<file path="config.mk">
export PLATFORM = sky130hd
export DESIGN_NAME = discrete_channel_mixer_flat
export DESIGN_NICKNAME = d
export VERILOG_FILES = /design/src/rtl/discrete_channel_mixer_if.sv /design/src/rtl/discrete_channel_mixer.sv /design/src/flat_wrapper.sv
export SDC_FILE = /design/constraint.sdc
export NUM_CORES = 1
export LEC_CHECK = 0
export CAP_MARGIN = 20
export CORE_MARGIN = 2
export CORE_UTILIZATION = 60
export CTS_BUF_LIST = sky130_fd_sc_hd__clkbuf_2 sky130_fd_sc_hd__clkbuf_4 sky130_fd_sc_hd__clkbuf_8
export CTS_CLUSTER_DIAMETER = 30
export DETAILED_ROUTE_END_ITERATION = 16
export PLACE_DENSITY = 0.94
export SLEW_MARGIN = 25
export SYNTH_ARGS = -nofsm -noshare
export SYNTH_HDL_FRONTEND = slang
export SYNTH_SLANG_ARGS = --single-unit
</file>
<file path="constraint.sdc">
create_clock -name clk -period 10.25 [get_ports clk]
set_input_delay 1.5375 -clock clk [delete_from_list [all_inputs] [get_ports clk]]
set_output_delay 1.5375 -clock clk [all_outputs]
set_load 0.05 [all_outputs]
</file>
<file path="src/rtl/discrete_channel_mixer_if.sv">
// Channel mixer bus: sample strobe, packed channel inputs and mixed output.
// The master drives the channels; the slave (mixer) returns the sample and flags.
interface discrete_channel_mixer_if #(
    parameter int NUM_CH = 4
) ();
    logic                   audio_clk_en;
    logic [NUM_CH*16-1:0]   ch_in;
    logic [NUM_CH*8-1:0]    ch_gain;
    logic [NUM_CH-1:0]      ch_mute;
    logic                   clear_flags;
    logic [15:0]            out;
    logic                   out_valid;
    logic                   busy;
    logic                   clip;
    logic                   overrun;

    modport master (
        output audio_clk_en, ch_in, ch_gain, ch_mute, clear_flags,
        input  out, out_valid, busy, clip, overrun
    );

    modport slave (
        input  audio_clk_en, ch_in, ch_gain, ch_mute, clear_flags,
        output out, out_valid, busy, clip, overrun
    );
endinterface

</file>
<file path="src/rtl/discrete_channel_mixer.sv">
// Sample-rate channel mixer: snapshot, time-shared gain MAC,
// floor shift and saturation to one signed 16-bit sample.
module discrete_channel_mixer #(
    parameter int NUM_CH     = 4,
    parameter int GAIN_SHIFT = 7
) (
    input  logic                  clk,
    input  logic                  I_RST,
    discrete_channel_mixer_if.slave bus
);
    localparam int IW = $clog2(NUM_CH);
    localparam int AW = 25 + $clog2(NUM_CH);
    localparam logic [IW-1:0] LAST = IW'(NUM_CH - 1);
    localparam logic signed [AW-1:0] MAXV = AW'(32767);
    localparam logic signed [AW-1:0] MINV = AW'(-32768);

    typedef enum logic [1:0] {
        S_IDLE, S_MAC, S_SAT, S_OUT
    } state_t;

    state_t                  r_state;
    state_t                  w_next;
    logic                    w_busy;
    logic                    w_valid;
    logic                    w_start;

    logic [NUM_CH*16-1:0]    r_snap_in;
    logic [NUM_CH*8-1:0]     r_snap_gain;
    logic [NUM_CH-1:0]       r_snap_mute;
    logic signed [AW-1:0]    r_acc;
    logic [IW-1:0]           r_idx;
    logic [15:0]             r_out;
    logic                    r_clip;
    logic                    r_ovr;

    logic signed [15:0]      w_in;
    logic [7:0]              w_gain;
    logic                    w_mute;
    logic signed [24:0]      w_prod;
    logic signed [24:0]      w_term;
    logic signed [AW-1:0]    w_ext;
    logic signed [AW-1:0]    w_shift;
    logic [15:0]             w_sat;
    logic                    w_clamp;
    logic                    w_clip_set;
    logic                    w_ovr_set;

    // State register; reset abandons any mix in flight.
    always_ff @(posedge clk or posedge I_RST) begin
        if (I_RST) r_state <= S_IDLE;
        else       r_state <= w_next;
    end

    // Next state: one capture clk, NUM_CH MAC clks, then SAT and OUT.
    always_comb begin
        w_next = r_state;
        unique case (r_state)
            S_IDLE: if (bus.audio_clk_en) w_next = S_MAC;
            S_MAC:  if (r_idx == LAST)    w_next = S_SAT;
            S_SAT:  w_next = S_OUT;
            S_OUT:  w_next = S_IDLE;
            default: w_next = S_IDLE;
        endcase
    end

    // FSM-decoded outputs and strobe qualification.
    always_comb begin
        w_busy    = (r_state != S_IDLE);
        w_valid   = (r_state == S_OUT);
        w_start   = bus.audio_clk_en && !w_busy;
        w_ovr_set = bus.audio_clk_en && w_busy;
    end

    // Current channel through the shared 16x9 signed multiplier.
    always_comb begin
        w_in   = r_snap_in[r_idx*16 +: 16];
        w_gain = r_snap_gain[r_idx*8 +: 8];
        w_mute = r_snap_mute[r_idx];
        w_prod = w_in * $signed({1'b0, w_gain});
        w_term = w_mute ? 25'sd0 : w_prod;
        w_ext  = {{(AW-25){w_term[24]}}, w_term};
    end

    // Floor shift out of the gain fraction, then clamp to 16 bits.
    always_comb begin
        w_shift = r_acc >>> GAIN_SHIFT;
        w_sat   = w_shift[15:0];
        w_clamp = 1'b0;
        if (w_shift > MAXV) begin
            w_sat   = 16'h7fff;
            w_clamp = 1'b1;
        end else if (w_shift < MINV) begin
            w_sat   = 16'h8000;
            w_clamp = 1'b1;
        end
        w_clip_set = (r_state == S_SAT) && w_clamp;
    end

    // Snapshot capture, accumulation and output sample register.
    always_ff @(posedge clk or posedge I_RST) begin
        if (I_RST) begin
            r_snap_in   <= '0;
            r_snap_gain <= '0;
            r_snap_mute <= '0;
            r_acc       <= '0;
            r_idx       <= '0;
            r_out       <= '0;
        end else begin
            if (w_start) begin
                r_snap_in   <= bus.ch_in;
                r_snap_gain <= bus.ch_gain;
                r_snap_mute <= bus.ch_mute;
                r_acc       <= '0;
                r_idx       <= '0;
            end else if (r_state == S_MAC) begin
                r_acc <= r_acc + w_ext;
                r_idx <= r_idx + 1'b1;
            end
            if (r_state == S_SAT) r_out <= w_sat;
        end
    end

    // Sticky flags; a set event beats a simultaneous clear.
    always_ff @(posedge clk or posedge I_RST) begin
        if (I_RST) begin
            r_clip <= 1'b0;
            r_ovr  <= 1'b0;
        end else begin
            if (w_clip_set)           r_clip <= 1'b1;
            else if (bus.clear_flags) r_clip <= 1'b0;
            if (w_ovr_set)            r_ovr  <= 1'b1;
            else if (bus.clear_flags) r_ovr  <= 1'b0;
        end
    end

    assign bus.out       = r_out;
    assign bus.out_valid = w_valid;
    assign bus.busy      = w_busy;
    assign bus.clip      = r_clip;
    assign bus.overrun   = r_ovr;
endmodule
</file>
<file path="src/flat_wrapper.sv">
// flat-port wrapper written by rule: the top's interface ports become plain ports
module discrete_channel_mixer_flat 
#(
    parameter int NUM_CH     = 4,
    parameter int GAIN_SHIFT = 7
)
  (clk, I_RST, bus_audio_clk_en, bus_ch_in, bus_ch_gain, bus_ch_mute, bus_clear_flags, bus_out, bus_out_valid, bus_busy, bus_clip, bus_overrun);
  discrete_channel_mixer_if #(.NUM_CH(NUM_CH)) bus_i ();
  input  logic clk;
  input  logic I_RST;
  input wire logic [$bits(bus_i.audio_clk_en)-1:0] bus_audio_clk_en;
  input wire logic [$bits(bus_i.ch_in)-1:0] bus_ch_in;
  input wire logic [$bits(bus_i.ch_gain)-1:0] bus_ch_gain;
  input wire logic [$bits(bus_i.ch_mute)-1:0] bus_ch_mute;
  input wire logic [$bits(bus_i.clear_flags)-1:0] bus_clear_flags;
  output wire logic [$bits(bus_i.out)-1:0] bus_out;
  output wire logic [$bits(bus_i.out_valid)-1:0] bus_out_valid;
  output wire logic [$bits(bus_i.busy)-1:0] bus_busy;
  output wire logic [$bits(bus_i.clip)-1:0] bus_clip;
  output wire logic [$bits(bus_i.overrun)-1:0] bus_overrun;
  assign bus_i.audio_clk_en = bus_audio_clk_en;
  assign bus_i.ch_in = bus_ch_in;
  assign bus_i.ch_gain = bus_ch_gain;
  assign bus_i.ch_mute = bus_ch_mute;
  assign bus_i.clear_flags = bus_clear_flags;
  assign bus_out = bus_i.out;
  assign bus_out_valid = bus_i.out_valid;
  assign bus_busy = bus_i.busy;
  assign bus_clip = bus_i.clip;
  assign bus_overrun = bus_i.overrun;
  discrete_channel_mixer #(.NUM_CH(NUM_CH), .GAIN_SHIFT(GAIN_SHIFT)) u_core (.clk(clk), .I_RST(I_RST), .bus(bus_i));
endmodule
</file>
==> results of run 1 <==
[stage by stage]
| stage | cell area [sq um] | hold WS, ns |
|---|---|---|
| final | 14100 | 0.484 |
| after global routing | 14100 | 0.502 |
| after CTS | 14100 | 0.486 |
| after detailed placement | 13700 | 0.457 |
| after global placement | 13700 | 0.453 |
| after floorplan | 12300 | 0.440 |
[placed cells by master (no fill, tap or decap), drive strengths merged, types with 7 or more instances in the layout]
cell type	n
a211oi	10
a21o	20
a21oi	35
a31oi	7
and2	62
clkbuf	17
clkdlybuf4s50	123
clkinv	9
dfrtp	149
fa	103
ha	81
inv	200
mux2i	16
mux4	25
nand2	390
nand3	12
nor2	55
nor2b	7
nor3	13
o211ai	17
o21ai	40
xnor2	22
xor2	20
[synth_stat cells, types with 12 or more instances]
cell | n | area share (%)
mux2i_1 | 16 | 1.3
mux4_2 | 25 | 4.6
dfrtp_1 | 149 | 30
nand2_1 | 390 | 12
nor3_1 | 13 | 0.53
inv_1 | 196 | 6.0
o211ai_1 | 17 | 1.0
ha_1 | 81 | 8.3
nor2_1 | 55 | 1.7
fa_1 | 103 | 17
a21o_1 | 20 | 1.2
xnor2_1 | 22 | 1.6
o21ai_0 | 38 | 1.6
clkbuf_1 | 43 | 1.3
and2_1 | 62 | 3.2
a21oi_1 | 33 | 1.3
xor2_1 | 20 | 1.4
nand3_1 | 12 | 0.49
[flip-flops by register name (all words and copies together), names as in the netlist]
register and count:
u_core.r_state 2, u_core.r_snap_mute 4, u_core.bus.clip 1, u_core.r_snap_in 64, u_core.bus.overrun 1, u_core.r_snap_gain 32, u_core.r_acc 27, u_core.r_idx 2
u_core.bus.out 16
[area by class of cell]
cell class,count,area (sq um)
Multi-Input combinational cell,987,7620
Tap cell,270,338
Sequential cell,149,3730
Inverter,196,741
Clock buffer,17,234
Timing Repair Buffer,127,1260
Fill cell,1338,6050
Clock inverter,15,189
[cells by family after synthesis]
| kind of cell | count (synthesis) | synth area share [%] |
|---|---|---|
| simple gates | 564 | 19.7 |
| fa+ha+maj | 185 | 25.2 |
| flops | 149 | 30.4 |
| compound gates | 152 | 7.97 |
| buf+inv | 248 | 7.62 |
| mux | 44 | 6.20 |
| xor+xnor | 42 | 3.00 |
[worst max-delay path, delay by kind of cell (launching register included)]
| kind | cells | cell delay (ns) |
|---|---|---|
| AO/OA/AOI/OAI | 13 | 2.59 |
| XOR/XNOR | 1 | 0.16 |
| adder cells (fa/ha/maj) | 6 | 2.69 |
| buffers and inverters | 2 | 0.10 |
| flip-flops | 1 | 0.96 |
| multiplexers | 1 | 0.78 |
| AND/OR/NAND/NOR | 5 | 0.95 |
[metal layers]
metal | global-route usage (%) | up-vias | part of all wire [%]
met4 | 15.6 | 0 | 4.8
met5 | 0 | - | 0
met2 | 50.0 | 522 | 52
met3 | 5.68 | 146 | 6.3
li1 | - | 4567 | -
met1 | 34.7 | 4984 | 37
[path summary, 6_finish.rpt]
path	slack, ns	cells past startpoint	end
min in group asynchronous	1.60	2	u_core.bus.clip
min	0.48	2	u_core.r_snap_gain[22]
max in group asynchronous	7.35	3	u_core.r_snap_in[33]
max reg2reg	1.87	28	u_core.r_acc[24]
max	1.87	28	u_core.r_acc[24]
min reg2reg	0.48	2	u_core.r_snap_gain[22]
==> reports/qor.yml, run 1 <==
status: "finished clean"
area_growth_pct: 15.1
maxSlewHeadroom_pct: 33.2
root_buffer: "clkbuf_8"
syn_nets: 1672
r2r-start: "u_core.r_idx[0]"
final_cells: 1761
h-tree-depth: 4
crit_top_cell: "a21o_1"
rows: 52
cp-start-kind: "flop"
grt_max_degree: 110
critical_path_required_ns: 10.63
gp_congestion: 0.884
portBuffers: 123
drv_cap: 0
yosysSeqAreaShare_pct: 30.4
hold_violations: 0
hold_buffers: 0
die_h_um: 147
gr-total-overflow: 0
synth.ff_latch_count: 149
syn_inst: 1384
crit_slowest_cell: "dfrtp_2"
drive_above_1_share_pct: 5.10
cp-startpoint: "u_core.r_idx[0]"
drtAntennaViolNets: 0
async_reset_ff_share_pct: 100
numPlacedInstances: 1729
worst_setup_path_end_kind: "flop"
period_minus_slack_ns: 8.38
path_class: "flop to flop"
cts_resized: 0
synth_edf_count: 0
finalNetCount: 1766
slew_violations: 0
syn_area_sq_um: 12300
drc: 0
dieArea_sq_um: 21600
antenna_found_initial: 0
core-area_sq_um: 20200
viasPerCell: 5.80
tritoncts: "yes"
dieWidth_um: 147
final_util_pct: 70.0
cts_num_sinks: 149
drt_iter0_drc: 954
worst_slew_pin_slew_ns: 0.999
vias: 10200
drt-total-wl_um: 30300
clk_pin_slew_ns: 0.10
initial_core_util_pct: 60.8
post-place-ws_ns: 2.00
wl_per_cell_um: 17.2
firstDrtPassIters: 5
syn_area_per_cell_sq_um: 8.86
rsz0062_at_grt: "false"
critPathMaxStageDelay_ns: 0.96
clk_path_buf_depth: 2
dp_hpwl_um: 21900
worstPathMaxFanout: 27
first_global_vias: 10500
fin_skew_ns: 0.0199
max_freq_mhz: 119
hp-class: "flop to flop"
arrival_ns: 8.76
dominantRegCellSynth: "dfrtp_1"
io_pins: 124
holdCritStartpoint: "u_core.r_snap_gain[22]"
postCtsSetupBuffers: 0
cts_buffers: 17
layout_setup_ws_ns: 1.87
finalSetupTns_ns: 0
min_period_over_period_pct: 81.8
clk_latency_ns: 0.50
diodes: 0
setup_viol: 0
grt_pass1_wl_um: 49900
synth_warnings: 0
yosysUniqueCellTypes: 54
gr-usage-all-layers_pct: 29.1
Power of run 1 is left out: the tool's default activity adds up to more than one toggle a clock period on the data nets, which glitch-free logic cannot reach.
==> inputs of run 2 (changes only) <==
==> constraint.sdc (replaced) <==
create_clock -name clk -period 8.05 [get_ports clk]
set_input_delay 1.2075 -clock clk [delete_from_list [all_inputs] [get_ports clk]]
set_output_delay 1.2075 -clock clk [all_outputs]
set_load 0.05 [all_outputs]
==> reports/qor.yml, run 2 (synthesis gave the netlist of run 1 again) <==
root_buffer: "clkbuf_8"
rsz0062_at_grt: "true"
top_register: "u_core.r_snap_in"
antenna_found_initial: 0
initial_core_util_pct: 60.8
status: "finished clean"
drive_above_1_share_pct: 6.11
post-place-ws_ns: 0.0960
holdCritStartpoint: "u_core.r_snap_gain[31]"
reg_top3: "u_core.r_snap_in: 64 flops, u_core.r_snap_gain: 32 flops, u_core.r_acc: 27 flops"
maxSlewHeadroom_pct: 32.7
area_growth_pct: 16.6
clk_pin_slew_ns: 0.10
crit_top_cell: "a21o_1"
hold_depth: 2
arrival_ns: 8.21
numPlacedInstances: 1736
r2r_end: "u_core.r_acc[24]"
first_global_vias: 10700
h-tree-depth: 4
core-area_sq_um: 20200
hp-class: "flop to flop"
rows: 52
drt-total-wl_um: 31700
drc: 0
path_class: "flop to flop"
finalSetupTns_ns: 0
fin_skew_ns: 0.0213
worst_slew_pin_slew_ns: 1.01
grt_pass1_wl_um: 51000
reg2reg_slack_ns: 0.22
critPathMaxStageDelay_ns: 0.67
r2r-start: "u_core.r_idx[0]"
critical_path_required_ns: 8.43
worst_setup_path_end_kind: "flop"
r2r_cells: 30
cp-start-kind: "flop"
worstPathMaxFanout: 16
drt_iter0_drc: 1114
cts_buffers: 17
clk_path_buf_depth: 2
slew_violations: 0
tritoncts: "yes"
layout_setup_ws_ns: 0.222
gr-usage-all-layers_pct: 29.6
viasPerCell: 5.84
min_period_over_period_pct: 97.2
gr-total-overflow: 0
portBuffers: 123
largest_reg_flops: 64
firstDrtPassIters: 6
clk_latency_ns: 0.50
grt_max_degree: 110
cts_num_sinks: 149
gp_congestion: 0.898
hold_violations: 0
diodes: 0
whs_endpoint: "u_core.r_snap_gain[31]"
crit_slowest_cell: "mux4_2"
layout_commonest_cell: "nand2_1"
dp_hpwl_um: 22300
vias: 10400
finalNetCount: 1781
wl_per_cell_um: 17.8
dieArea_sq_um: 21600
final_cells: 1776
dieWidth_um: 147
drtAntennaViolNets: 0
setup_viol: 0
final_cell_mix: "389 x nand2_1, 195 x inv_1, 148 x dfrtp_1"
io_pins: 124
period_minus_slack_ns: 7.83
die_h_um: 147
drv_cap: 0
max_freq_mhz: 128
## run 2: layout make-up
type	instances	area [sq um]
clock buffer	17	234
clock inverter	15	199
timing repair buffer	141	1400
tap	270	338
inverter	196	741
fill	1320	5860
sequential	149	3730
multi-input combinational	988	7660
## run 2: stage by stage
step | hold slack (ns) | utilization [%] | cell area [sq um]
after floorplan | 0.440 | - | 12300
after global placement | 0.452 | 68.2 | 13800
after detailed placement | 0.460 | 68.2 | 13800
after CTS | 0.491 | 70.4 | 14200
after global routing | 0.513 | 70.9 | 14300
final | 0.489 | 70.9 | 14300
## run 2: timing repair
item                       CTS  global route
hold buffers                 0             0
buffers inserted             0             7
resized for setup            0             6
setup endpoints to repair    0             3
## run 2: how the worst max path moves through the flow
stage | endpoint | from | slack [ns]
detailed placement | u_core.r_acc[24] | u_core.r_idx[0] | 0.1
global route | u_core.r_acc[24] | u_core.r_idx[0] | -0.08
CTS | u_core.r_acc[24] | u_core.r_idx[0] | 0.03
global placement | u_core.r_acc[24] | u_core.r_idx[0] | 0.41
finish | u_core.r_acc[24] | u_core.r_idx[0] | 0.22
floorplan | u_core.r_acc[24] | u_core.r_idx[1] | 0.46
## run 2: layer usage
| layer | part of all wire, % | GRT usage, % | vias up |
|---|---|---|---|
| met4 | 5.4 | 15.3 | 0 |
| met2 | 52 | 52.3 | 582 |
| li1 | - | - | 4603 |
| met5 | 0 | 0 | - |
| met3 | 6.7 | 4.94 | 154 |
| met1 | 36 | 35.1 | 5024 |
## run 2: worst max-delay path: cells and delay by family (launching register included)
family / cells / cell delay (ns)
adder cells (fa/ha/maj): 6 / 2.69
AO/OA/AOI/OAI: 13 / 2.46
AND/OR/NAND/NOR: 5 / 0.88
multiplexers: 1 / 0.67
flip-flops: 1 / 0.53
buffers and inverters: 4 / 0.30
XOR/XNOR: 1 / 0.17
Power of run 2 is left out for the same reason.
